--- config.mk ---
export PLATFORM = sky130hd
export DESIGN_NAME = alu_rr_scheduler_flat
export DESIGN_NICKNAME = d
export VERILOG_FILES = /design/src/rtl/alu_rr_scheduler_pkg.sv /design/src/rtl/alu_rr_scheduler_if.sv /design/src/rtl/alu_rr_scheduler_alu_core.sv /design/src/rtl/alu_rr_scheduler.sv /design/src/flat_wrapper.sv
export SDC_FILE = /design/constraint.sdc
export NUM_CORES = 1
export LEC_CHECK = 0
export BUFFER_PORTS_ARGS = -buffer_cell sky130_fd_sc_hd__buf_2
export CAP_MARGIN = 20
export CORE_MARGIN = 2
export CORE_UTILIZATION = 55
export DETAILED_ROUTE_END_ITERATION = 8
export HOLD_SLACK_MARGIN = 0.06
export PLACE_DENSITY_LB_ADDON = 0.2
export SYNTH_ARGS = -nofsm -noshare
export SYNTH_HDL_FRONTEND = slang
export SYNTH_SLANG_ARGS = --single-unit
--- constraint.sdc ---
create_clock -name clk -period 3.4 [get_ports clk]
set_input_delay 0.51 -clock clk [delete_from_list [all_inputs] [get_ports clk]]
set_output_delay 0.51 -clock clk [all_outputs]
set_load 0.1 [all_outputs]
--- src/rtl/alu_rr_scheduler_pkg.sv ---
// Shared definitions for the round-robin ALU scheduler: opcodes, FSM encoding
// and the ALU result bundle.
package alu_pkg;

    localparam int DW = 4;

    localparam logic [2:0] OP_ADD = 3'b000;
    localparam logic [2:0] OP_SUB = 3'b001;
    localparam logic [2:0] OP_AND = 3'b010;
    localparam logic [2:0] OP_OR  = 3'b011;
    localparam logic [2:0] OP_XOR = 3'b100;

    localparam logic [1:0] IDLE = 2'd0;
    localparam logic [1:0] EXEC = 2'd1;
    localparam logic [1:0] RESP = 2'd2;

    typedef struct packed {
        logic [DW-1:0] result;
        logic          carry;
        logic          zero;
        logic          err;
    } alu_out_t;

endpackage

--- src/rtl/alu_rr_scheduler_if.sv ---
// Request/response bundle between the requester front-ends and the shared
// ALU scheduler.
interface alu_rr_scheduler_if #(
    parameter int NUM_REQ = 4,
    parameter int DW      = 4
);
    localparam int IDW = $clog2(NUM_REQ);

    logic [NUM_REQ-1:0]    req_valid;
    logic [NUM_REQ-1:0]    req_ready;
    logic [NUM_REQ*DW-1:0] req_a;
    logic [NUM_REQ*DW-1:0] req_b;
    logic [NUM_REQ*3-1:0]  req_op;
    logic                  rsp_valid;
    logic                  rsp_ready;
    logic [IDW-1:0]        rsp_id;
    logic [DW-1:0]         rsp_result;
    logic                  rsp_carry;
    logic                  rsp_zero;
    logic                  rsp_err;

    modport master (
        output req_valid, req_a, req_b, req_op, rsp_ready,
        input  req_ready, rsp_valid, rsp_id, rsp_result, rsp_carry, rsp_zero, rsp_err
    );

    modport slave (
        input  req_valid, req_a, req_b, req_op, rsp_ready,
        output req_ready, rsp_valid, rsp_id, rsp_result, rsp_carry, rsp_zero, rsp_err
    );

endinterface

--- src/rtl/alu_rr_scheduler_alu_core.sv ---
// Combinational 4-bit ALU; carry/borrow taken from a one-bit-wider intermediate,
// illegal opcodes flag err and force the result to zero.
module alu_core
    import alu_pkg::*;
(
    input  logic [DW-1:0] a,
    input  logic [DW-1:0] b,
    input  logic [2:0]    op,
    output logic [DW-1:0] result,
    output logic          carry,
    output logic          zero,
    output logic          err
);

    logic [DW:0] sum_s;
    logic [DW:0] diff_s;

    assign sum_s  = {1'b0, a} + {1'b0, b};
    assign diff_s = {1'b0, a} - {1'b0, b};

    // Opcode decode and flag generation
    always_comb begin
        result = {DW{1'b0}};
        carry  = 1'b0;
        err    = 1'b0;
        case (op)
            OP_ADD: begin
                result = sum_s[DW-1:0];
                carry  = sum_s[DW];
            end
            OP_SUB: begin
                result = diff_s[DW-1:0];
                carry  = diff_s[DW];
            end
            OP_AND:  result = a & b;
            OP_OR:   result = a | b;
            OP_XOR:  result = a ^ b;
            default: err = 1'b1;
        endcase
        zero = (result == {DW{1'b0}});
    end

endmodule

--- src/rtl/alu_rr_scheduler.sv ---
// Round-robin scheduler sharing one ALU between NUM_REQ requesters; one request
// in flight, IDLE -> EXEC -> RESP, pointer advances on response completion.
module alu_rr_scheduler
    import alu_pkg::*;
#(
    parameter int NUM_REQ = 4
) (
    input  logic              clk,
    input  logic              rst_n,
    alu_rr_scheduler_if.slave bus
);

    localparam int IDW = $clog2(NUM_REQ);

    logic [1:0]         state_r;
    logic [IDW-1:0]     ptr_r;
    logic [IDW-1:0]     id_r;
    logic [DW-1:0]      a_r;
    logic [DW-1:0]      b_r;
    logic [2:0]         op_r;
    logic               rsp_valid_r;
    logic [IDW-1:0]     rsp_id_r;
    alu_out_t           rsp_r;

    logic               grant_found_s;
    logic [IDW-1:0]     grant_id_s;
    logic [NUM_REQ-1:0] ready_s;
    logic [DW-1:0]      a_sel_s;
    logic [DW-1:0]      b_sel_s;
    logic [2:0]         op_sel_s;
    logic [IDW-1:0]     ptr_next_s;
    alu_out_t           alu_s;

    function automatic logic [IDW-1:0] rr_idx(input logic [IDW-1:0] base, input int k);
        int s;
        s = int'(base) + k;
        if (s >= NUM_REQ) begin
            s = s - NUM_REQ;
        end else begin
            s = s;
        end
        return IDW'(s);
    endfunction

    // First valid requester at or above ptr, wrapping
    always_comb begin
        grant_found_s = 1'b0;
        grant_id_s    = {IDW{1'b0}};
        for (int k = 0; k < NUM_REQ; k++) begin
            if (!grant_found_s && bus.req_valid[rr_idx(ptr_r, k)]) begin
                grant_found_s = 1'b1;
                grant_id_s    = rr_idx(ptr_r, k);
            end else begin
                grant_found_s = grant_found_s;
            end
        end
    end

    // Grant strobe and operand mux for the winning requester
    always_comb begin
        a_sel_s  = {DW{1'b0}};
        b_sel_s  = {DW{1'b0}};
        op_sel_s = 3'b000;
        for (int k = 0; k < NUM_REQ; k++) begin
            ready_s[k] = (state_r == IDLE) && grant_found_s && (grant_id_s == IDW'(k));
            if (grant_id_s == IDW'(k)) begin
                a_sel_s  = bus.req_a[k*DW +: DW];
                b_sel_s  = bus.req_b[k*DW +: DW];
                op_sel_s = bus.req_op[k*3 +: 3];
            end else begin
                a_sel_s  = a_sel_s;
            end
        end
    end

    assign ptr_next_s = (id_r == IDW'(NUM_REQ - 1)) ? {IDW{1'b0}} : (id_r + IDW'(1));

    alu_core u_alu (
        .a      (a_r),
        .b      (b_r),
        .op     (op_r),
        .result (alu_s.result),
        .carry  (alu_s.carry),
        .zero   (alu_s.zero),
        .err    (alu_s.err)
    );

    // Control FSM, arbitration pointer and operand latches
    always_ff @(posedge clk or negedge rst_n) begin
        if (!rst_n) begin
            state_r <= IDLE;
            ptr_r   <= {IDW{1'b0}};
            id_r    <= {IDW{1'b0}};
            a_r     <= {DW{1'b0}};
            b_r     <= {DW{1'b0}};
            op_r    <= 3'b000;
        end else begin
            case (state_r)
                IDLE: begin
                    if (grant_found_s) begin
                        id_r    <= grant_id_s;
                        a_r     <= a_sel_s;
                        b_r     <= b_sel_s;
                        op_r    <= op_sel_s;
                        state_r <= EXEC;
                    end else begin
                        state_r <= IDLE;
                    end
                end
                EXEC: state_r <= RESP;
                RESP: begin
                    if (bus.rsp_ready) begin
                        ptr_r   <= ptr_next_s;
                        state_r <= IDLE;
                    end else begin
                        state_r <= RESP;
                    end
                end
                default: state_r <= IDLE;
            endcase
        end
    end

    // Response registers: loaded at end of EXEC, held until the consumer takes them
    always_ff @(posedge clk or negedge rst_n) begin
        if (!rst_n) begin
            rsp_valid_r <= 1'b0;
            rsp_id_r    <= {IDW{1'b0}};
            rsp_r       <= '{result: {DW{1'b0}}, carry: 1'b0, zero: 1'b0, err: 1'b0};
        end else if (state_r == EXEC) begin
            rsp_valid_r <= 1'b1;
            rsp_id_r    <= id_r;
            rsp_r       <= alu_s;
        end else if ((state_r == RESP) && bus.rsp_ready) begin
            rsp_valid_r <= 1'b0;
        end else begin
            rsp_valid_r <= rsp_valid_r;
        end
    end

    assign bus.req_ready  = ready_s;
    assign bus.rsp_valid  = rsp_valid_r;
    assign bus.rsp_id     = rsp_id_r;
    assign bus.rsp_result = rsp_r.result;
    assign bus.rsp_carry  = rsp_r.carry;
    assign bus.rsp_zero   = rsp_r.zero;
    assign bus.rsp_err    = rsp_r.err;

endmodule
--- src/flat_wrapper.sv ---
// flat-port wrapper written by rule: the top's interface ports become plain ports
module alu_rr_scheduler_flat import alu_pkg::*;
#(
    parameter int NUM_REQ = 4
)
  (clk, rst_n, bus_req_valid, bus_req_a, bus_req_b, bus_req_op, bus_rsp_ready, bus_req_ready, bus_rsp_valid, bus_rsp_id, bus_rsp_result, bus_rsp_carry, bus_rsp_zero, bus_rsp_err);
  alu_rr_scheduler_if #(.NUM_REQ(NUM_REQ)) bus_i ();
  input  logic clk;
  input  logic rst_n;
  input wire logic [$bits(bus_i.req_valid)-1:0] bus_req_valid;
  input wire logic [$bits(bus_i.req_a)-1:0] bus_req_a;
  input wire logic [$bits(bus_i.req_b)-1:0] bus_req_b;
  input wire logic [$bits(bus_i.req_op)-1:0] bus_req_op;
  input wire logic [$bits(bus_i.rsp_ready)-1:0] bus_rsp_ready;
  output wire logic [$bits(bus_i.req_ready)-1:0] bus_req_ready;
  output wire logic [$bits(bus_i.rsp_valid)-1:0] bus_rsp_valid;
  output wire logic [$bits(bus_i.rsp_id)-1:0] bus_rsp_id;
  output wire logic [$bits(bus_i.rsp_result)-1:0] bus_rsp_result;
  output wire logic [$bits(bus_i.rsp_carry)-1:0] bus_rsp_carry;
  output wire logic [$bits(bus_i.rsp_zero)-1:0] bus_rsp_zero;
  output wire logic [$bits(bus_i.rsp_err)-1:0] bus_rsp_err;
  assign bus_i.req_valid = bus_req_valid;
  assign bus_i.req_a = bus_req_a;
  assign bus_i.req_b = bus_req_b;
  assign bus_i.req_op = bus_req_op;
  assign bus_i.rsp_ready = bus_rsp_ready;
  assign bus_req_ready = bus_i.req_ready;
  assign bus_rsp_valid = bus_i.rsp_valid;
  assign bus_rsp_id = bus_i.rsp_id;
  assign bus_rsp_result = bus_i.rsp_result;
  assign bus_rsp_carry = bus_i.rsp_carry;
  assign bus_rsp_zero = bus_i.rsp_zero;
  assign bus_rsp_err = bus_i.rsp_err;
  alu_rr_scheduler #(.NUM_REQ(NUM_REQ)) u_core (.clk(clk), .rst_n(rst_n), .bus(bus_i));
endmodule
==> key figures, run 1 <==
Worst setup path
  – R2R Path End: u_core.bus.rsp_result[3]$_DFFE_PN0P_
  – FF-to-FF path depth: 7
  – Critical Path Sink Type: primary output
  – Crit-path max FO: 15
  – Crit path kind: reg2out
  – Reg2reg setup slack: 1.36 ns
  – Slowest library cell on the worst path: dfrtp_1
  – RR Startpoint: u_core.b_r[1]$_DFFE_PN0P_
  – WP data required: 2.89 ns
  – Crit-path cells: a211o_1 -> inv_2 -> o21ai_2 -> nor2b_1 -> buf_2
  – Arrival time worst endpoint: 2.12 ns
  – Max stage delay on crit path: 0.45 ns
  – Startpoint types: register

Final layout
  – P&R area growth vs syn: 17.1%
  – Nets: 332
  – Filler cell count: 310
  – Utilization after layout: 0.681
  – Fin area: between 2000 and 2500 µm²
  – Layout cells sized above 1: 0.328
  – Register Area: 676 µm²
  – Multi-input logic area: 1150 µm²
  – ANT cells: 0

Power and ir drop
  – Total power: roughly 2.5 mW
  – Power per cell area: 1080 nW/µm²
  – Part of the power in the clock network: 0.056
  – Maximum VDD drop: 504 µV
  – Leakage: 1.20 nW
  – Switch Pwr: 1.40 mW
  – Switching Fraction: 0.561
  – Sequential power share: 0.264
  – Internal power: around 1.1 mW
  – Logic pwr share: 0.680

STA
  – Setup_tns: 0 ns
  – Final WS setup: 0.768 ns
  – Max-Slew Margin vs Limit: 0.574
  – Max Freq: between 300 and 400 MHz
  – RSZ-0062 raised after global routing: no
  – Endpoints failing setup: 0
  – Max Clock Skew: 0.00222 ns
  – Crit share post-route: 0.774
  – Worst slew pin tran: about 0.64 ns
  – Final Max Slew Viols: 0
  – Number of hold violations in the final report: 0
  – Fin crit period: 2.63 ns

Detailed routing
  – Via density: roughly 5.3
  – Max layer used: met4
  – Post-route ant nets: 0
  – Met1 wire length: 1780 µm
  – Pre-antenna DRT Iters: 4
  – Wire per inst: 12.5 µm
  – DRC viols: 0
  – Met3 wire length: roughly 240 µm
  – Drt initial violations: roughly 60
  – Final WL: roughly 3900 µm
  – Total number of vias: between 1500 and 2000
  – Metal2 WL: 1800 µm

Logic synthesis
  – FF+latch count, synth: 27
  – Mapped Cells: 205
  – Cell taking the most area after synthesis: dfrtp_1
  – Area share of the leading cell type in the synthesized netlist: 0.343
  – Post-Syn Nets: 271
  – Number of library cell types mapped by synthesis: 44
  – Top FF cell, synth: dfrtp_1
  – Synth area leaders: dfrtp_1 34%, mux2i_1 13%, ha_1 8.2%
  – Synth Area per Inst: a little under 10 µm²
  – Synth warnings: 0
  – Count leader, synth: nand2_1
  – Post-synthesis sequential area ratio: 0.343
  – Top cells by count, synth: 35 x nand2_1, 27 x dfrtp_1, 25 x mux2i_1, 16 x inv_1, 13 x ha_1
  – EDFF count, synth: 0
  – FFs w/ async S/R, synth: 1.00
  – Synth Cell Area: 1970 µm²

Floorplanning
  – Core outline area: about 3400 µm²
  – Initial core utilization: 0.582
  – Die area: 4080 µm²
  – Die X: 63.9 µm
  – Die H: 63.9 µm
  – # rows: 21
  – I/O pin count: 65

Global routing
  – Antenna violations before repair: 0
  – First-pass GRT wire length: 7020 µm
  – All-Layer GR Usage: 0.216
  – Pin count of the biggest net entering global routing: 28
  – Gr ovfl total: 0
  – Number of global-route vias before repair: around 1600

CTS
  – Post-CTS setup buffer count: 0
  – Clock buffer depth: 2
  – Clock root cell: clkbuf_4
  – CTS Hold Bufs: 0
  – H-tree levels: 1
  – Worst skew pair latency: 0.32 ns
  – CTS buffer count: 3
  – Post-cts sizing count: 0
  – CTS tree: built
  – CTS Sinks: 27
  – Clk slew on worst S/H paths: approximately 0.14 ns

Flow run
  – Max-cap viol count: 0

Placed design
  – Routability congestion estimate: 0.806
  – Post-DP Area: 2280 µm²
  – Port-buffer cells: between 60 and 70
  – Final HPWL DP: between 3000 and 4000 µm
  – Placement Setup Slack: around 0.86 ns

Worst hold path
  – Min-Delay Path Class: in2async

Outcome
  – Run status: finished, final reports clean
==> metal layers <==
layer,global-route usage,vias to the layer above
met4,0.0761,0
met1,0.295,741
met3,0.0246,7
met2,0.354,62
met5,0,-
li1,-,843
==> per-stage QoR <==
step,hold slack [ns],cells
after floorplan,0.214,205
after CTS,0.182,311
after global placement,0.457,307
final,0.159,311
after global routing,0.186,311
after detailed placement,0.467,307
==> cells by family after synthesis <==
kind of cell             synth area share
buffers and inverters              0.0755
XOR/XNOR                          0.00888
adder cells (fa/ha/maj)             0.103
AND/OR/NAND/NOR                     0.145
multiplexers                        0.150
flip-flops                          0.343
AO/OA/AOI/OAI                       0.175
==> power by group through the flow <==
stage	Combinational [mW]	Sequential [mW]	Clock (mW)
3_3_place_gp	1.67	0.659	0
5_1_grt	1.89	0.689	0.157
6_report	1.69	0.657	0.140
2_1_floorplan	1.14	0.964	0
4_1_cts	1.71	0.657	0.140
3_5_place_dp	1.70	0.666	0
==> final cells by class <==
| cell class | instances | share of cell area |
|---|---|---|
| inverter | 18 | 0.0293 |
| sequential | 27 | 0.293 |
| timing repair buffer | 66 | 0.145 |
| tap | 46 | 0.0249 |
| multi-input combinational | 150 | 0.497 |
| clock buffer | 4 | 0.0114 |
==> registers in the layout, summed over array words and instances, names as in the netlist <==
signal and cells:
u_core.op_r 3, u_core.bus.rsp_carry 1, u_core.id_r 2, u_core.a_r 4
u_core.bus.rsp_result 4, u_core.bus.rsp_id 2, u_core.b_r 4, u_core.ptr_r 2
u_core.bus.rsp_valid 1, u_core.state_r 2, u_core.bus.rsp_zero 1, u_core.bus.rsp_err 1
==> layout by cell type, fill, tap and decap left out, drive strengths merged, types with 2 or more instances in the layout <==
cell	instances
a21oi	7
buf	66
clkbuf	4
dfrtp	27
fa	2
ha	13
inv	18
mux2	4
mux2i	25
nand2	35
nand2b	5
nand3	3
nor2	10
nor2b	3
nor3	2
o211ai	4
o21ai	6
o221ai	13
xnor2	2
==> worst max-delay path by stage <==
stage          slack [ns]                        start  cells past startpoint          endpoint
6_report             0.77  u_core.state_r[0]$_DFF_PN0_                      5  bus_req_ready[0]
5_1_grt              0.57  u_core.ptr_r[0]$_DFFE_PN0P_                      5  bus_req_ready[1]
4_1_cts              0.75  u_core.state_r[0]$_DFF_PN0_                      5  bus_req_ready[0]
3_5_place_dp         0.86             bus_req_valid[2]                      7  bus_req_ready[0]
3_3_place_gp         0.88             bus_req_valid[1]                      7  bus_req_ready[0]
2_1_floorplan        0.39             bus_req_valid[3]                      5  bus_req_ready[0]
==> worst max-delay path: cells and delay by family, from the launching register on <==
kind | cells | cell delay (ns)
AOI/OAI and AO/OA | 2 | 0.61
buffers and inverters | 2 | 0.58
DFF | 1 | 0.45
and+or+nand+nor | 1 | 0.15
(Power assumes the default switching activity.)
==> run 2: changes to the inputs <==
--- a/config.mk
+++ b/config.mk
@@ -8,7 +8,7 @@
 export BUFFER_PORTS_ARGS = -buffer_cell sky130_fd_sc_hd__buf_2
 export CAP_MARGIN = 20
 export CORE_MARGIN = 2
-export CORE_UTILIZATION = 55
+export CORE_UTILIZATION = 46
 export DETAILED_ROUTE_END_ITERATION = 8
 export HOLD_SLACK_MARGIN = 0.06
 export PLACE_DENSITY_LB_ADDON = 0.2
==> constraint.sdc (replaced) <==
create_clock -name clk -period 2.3 [get_ports clk]
set_input_delay 0.345 -clock clk [delete_from_list [all_inputs] [get_ports clk]]
set_output_delay 0.345 -clock clk [all_outputs]
set_load 0.1 [all_outputs]
==> key figures, run 2 (same netlist as run 1, synthesis figures left out) <==
Power and ir drop
  – Logic pwr share: 0.683 (+0.003)
  – Maximum VDD drop: 664 µV (+32%)
  – Internal power: 1.80 mW (+64%)
  – Switch Pwr: 2.14 mW (+53%)
  – Sequential power share: 0.249 (-0.015)
  – Power per cell area: 1610 nW/µm² (+49%)
  – Leakage: 1.25 nW (+3.8%)
  – Part of the power in the clock network: 0.068 (+0.012)
  – Switching Fraction: 0.544 (-0.0167)

Worst setup path
  – Critical Path Sink Type: primary output
  – Crit-path max FO: 5 (-10)
  – Reg2reg setup slack: 0.31 ns (-1.05 ns)
  – Crit-path cells: nor3b_1 -> a211oi_1 -> o21ai_2 -> nor2b_2 -> buf_12
  – RR Startpoint: u_core.a_r[1]$_DFFE_PN0P_
  – Slowest library cell on the worst path: dfrtp_1
  – WP data required: 1.96 ns (-0.93 ns)
  – FF-to-FF path depth: 7 (unchanged)
  – Max stage delay on crit path: 0.47 ns (+0.02 ns)
  – Startpoint types: register
  – Arrival time worst endpoint: 1.77 ns (-0.35 ns)
  – Crit path kind: reg2out
  – CP startpoint: u_core.ptr_r[0]$_DFFE_PN0P_
  – R2R Path End: u_core.bus.rsp_result[3]$_DFFE_PN0P_

Global routing
  – Number of global-route vias before repair: 1649 (+3.3%)
  – Pin count of the biggest net entering global routing: 28 (unchanged)
  – First-pass GRT wire length: 7450 µm (+6.2%)
  – All-Layer GR Usage: 0.191 (-0.0256)
  – Gr ovfl total: 0 (unchanged)
  – Antenna violations before repair: 0 (unchanged)

Final layout
  – Register Area: 676 µm² (unchanged)
  – Most common cell after layout, fill and taps aside: buf_2
  – Filler cell count: 351 (+13%)
  – Multi-input logic area: 1170 µm² (+1.6%)
  – Most frequent cells in the layout: 60 x buf_2, 35 x nand2_1, 27 x dfrtp_1, 25 x mux2i_1, 16 x inv_1
  – Layout cells sized above 1: 0.352 (+0.0235)
  – ANT cells: 0 (unchanged)
  – P&R area growth vs syn: 24.2%
  – Nets: 337 (+1.5%)

Floorplanning
  – Die H: 69.5 µm (+8.8%)
  – Core outline area: 4060 µm² (+20%)
  – Die X: 69.5 µm (+8.8%)
  – I/O pin count: 65 (unchanged)
  – # rows: 23 (+9.5%)
  – Die area: 4830 µm² (+18%)
  – Initial core utilization: 0.486 (-0.0958)

Flow run
  – Max-cap viol count: 0 (unchanged)

Placed design
  – Placement Setup Slack: 0.341 ns (-0.523 ns)
  – Routability congestion estimate: 0.811 (+0.63%)
  – Port-buffer cells: 64 (unchanged)
  – Final HPWL DP: 3350 µm (+5.5%)

Detailed routing
  – Wire per inst: 13.3 µm (+6.8%)
  – Post-route ant nets: 0 (unchanged)
  – Final WL: 4260 µm (+9.9%)
  – Total number of vias: 1642 (-0.67%)
  – DRC viols: 0 (unchanged)
  – Metal2 WL: 1950 µm (+8.3%)
  – Max layer used: met4
  – Via density: 5.13 (-3.5%)
  – Pre-antenna DRT Iters: 4 (unchanged)
  – Met3 wire length: 211 µm (-12%)
  – Met1 wire length: 2040 µm (+15%)
  – Drt initial violations: 90 (+53%)

CTS
  – Post-cts sizing count: 0 (unchanged)
  – Clock buffer depth: 2 (unchanged)
  – Post-CTS setup buffer count: 0 (unchanged)
  – Worst skew pair latency: 0.27 ns (-0.05 ns)
  – CTS Hold Bufs: 0 (unchanged)
  – CTS tree: built
  – H-tree levels: 1 (unchanged)
  – Clk slew on worst S/H paths: 0.09 ns (-0.05 ns)
  – Clock root cell: clkbuf_8
  – CTS Sinks: 27 (unchanged)
  – CTS buffer count: 3 (unchanged)

STA
  – Max Freq: 472 MHz
  – Max-Slew Margin vs Limit: 0.590 (+0.0167)
  – Final WS setup: 0.182 ns (-0.585 ns)
  – Final Max Slew Viols: 0 (unchanged)
  – Number of hold violations in the final report: 0 (unchanged)
  – RSZ-0062 raised after global routing: no
  – Worst slew pin tran: 0.613 ns (-0.0250 ns)
  – Endpoints failing setup: 0 (unchanged)
  – Crit share post-route: 0.921
  – Fin crit period: 2.12 ns
  – Setup_tns: 0 ns (unchanged)
  – Max Clock Skew: 0.00161 ns (-0.000604 ns)

Outcome
  – Run status: finished, final reports clean

Worst hold path
  – Min-Delay Path Class: in2async
[run 2: changes by cell type in the layout (fill, tap and decap cells not counted), sizes merged]
cell  delta
buf      +5
[run 2: final cells by class]
class,instances,share of cell area
Tap cell,50,0.0255
Multi-Input combinational cell,150,0.476
Inverter,18,0.0276
Timing Repair Buffer,71,0.177
Sequential cell,27,0.276
Clock buffer,4,0.0184
[run 2: power groups by stage]
stage                     registers, mW  clock network (mW)  logic [mW]
after floorplan                    1.42                   0        1.69
after global placement            0.974                   0        2.64
after detailed placement          0.988                   0        2.68
after CTS                         0.979               0.280        2.70
after global routing               1.03               0.293        2.94
final                             0.980               0.270        2.69
[run 2: routing by layer]
metal,up-vias,global-route usage
li1,849,-
met1,735,0.256
met2,54,0.317
met3,4,0.0233
met4,0,0.0654
met5,-,0
[run 2: how the worst max path moves through the flow]
stage / slack [ns] / cells past startpoint / end
after floorplan: 0.03 / 5 / bus_req_ready[1]
after global placement: 0.40 / 7 / u_core.bus.rsp_zero$_DFFE_PN0P_
after detailed placement: 0.34 / 7 / u_core.bus.rsp_result[3]$_DFFE_PN0P_
after CTS: 0.17 / 5 / bus_req_ready[0]
after global routing: 0.04 / 5 / bus_req_ready[0]
final: 0.18 / 5 / bus_req_ready[0]
[run 2: critical path, delay by kind of cell, from the launching register on]
kind / cells / cell delay, ns
compound gates: 2 / 0.49
buf+inv: 1 / 0.19
flops: 1 / 0.47
simple gates: 2 / 0.35
[run 2: per-stage QoR]
step | utilization | total power, mW | instances | hold slack, ns | cell area, µm²
floorplan | - | 3.12 | 205 | 0.0494 | 1980
global route | 0.604 | 4.26 | 320 | 0.113 | 2450
CTS | 0.604 | 3.96 | 320 | 0.0907 | 2450
detailed placement | 0.593 | 3.67 | 316 | 0.394 | 2400
finish | 0.604 | 3.94 | 320 | 0.0728 | 2450
global placement | 0.593 | 3.61 | 316 | 0.382 | 2400
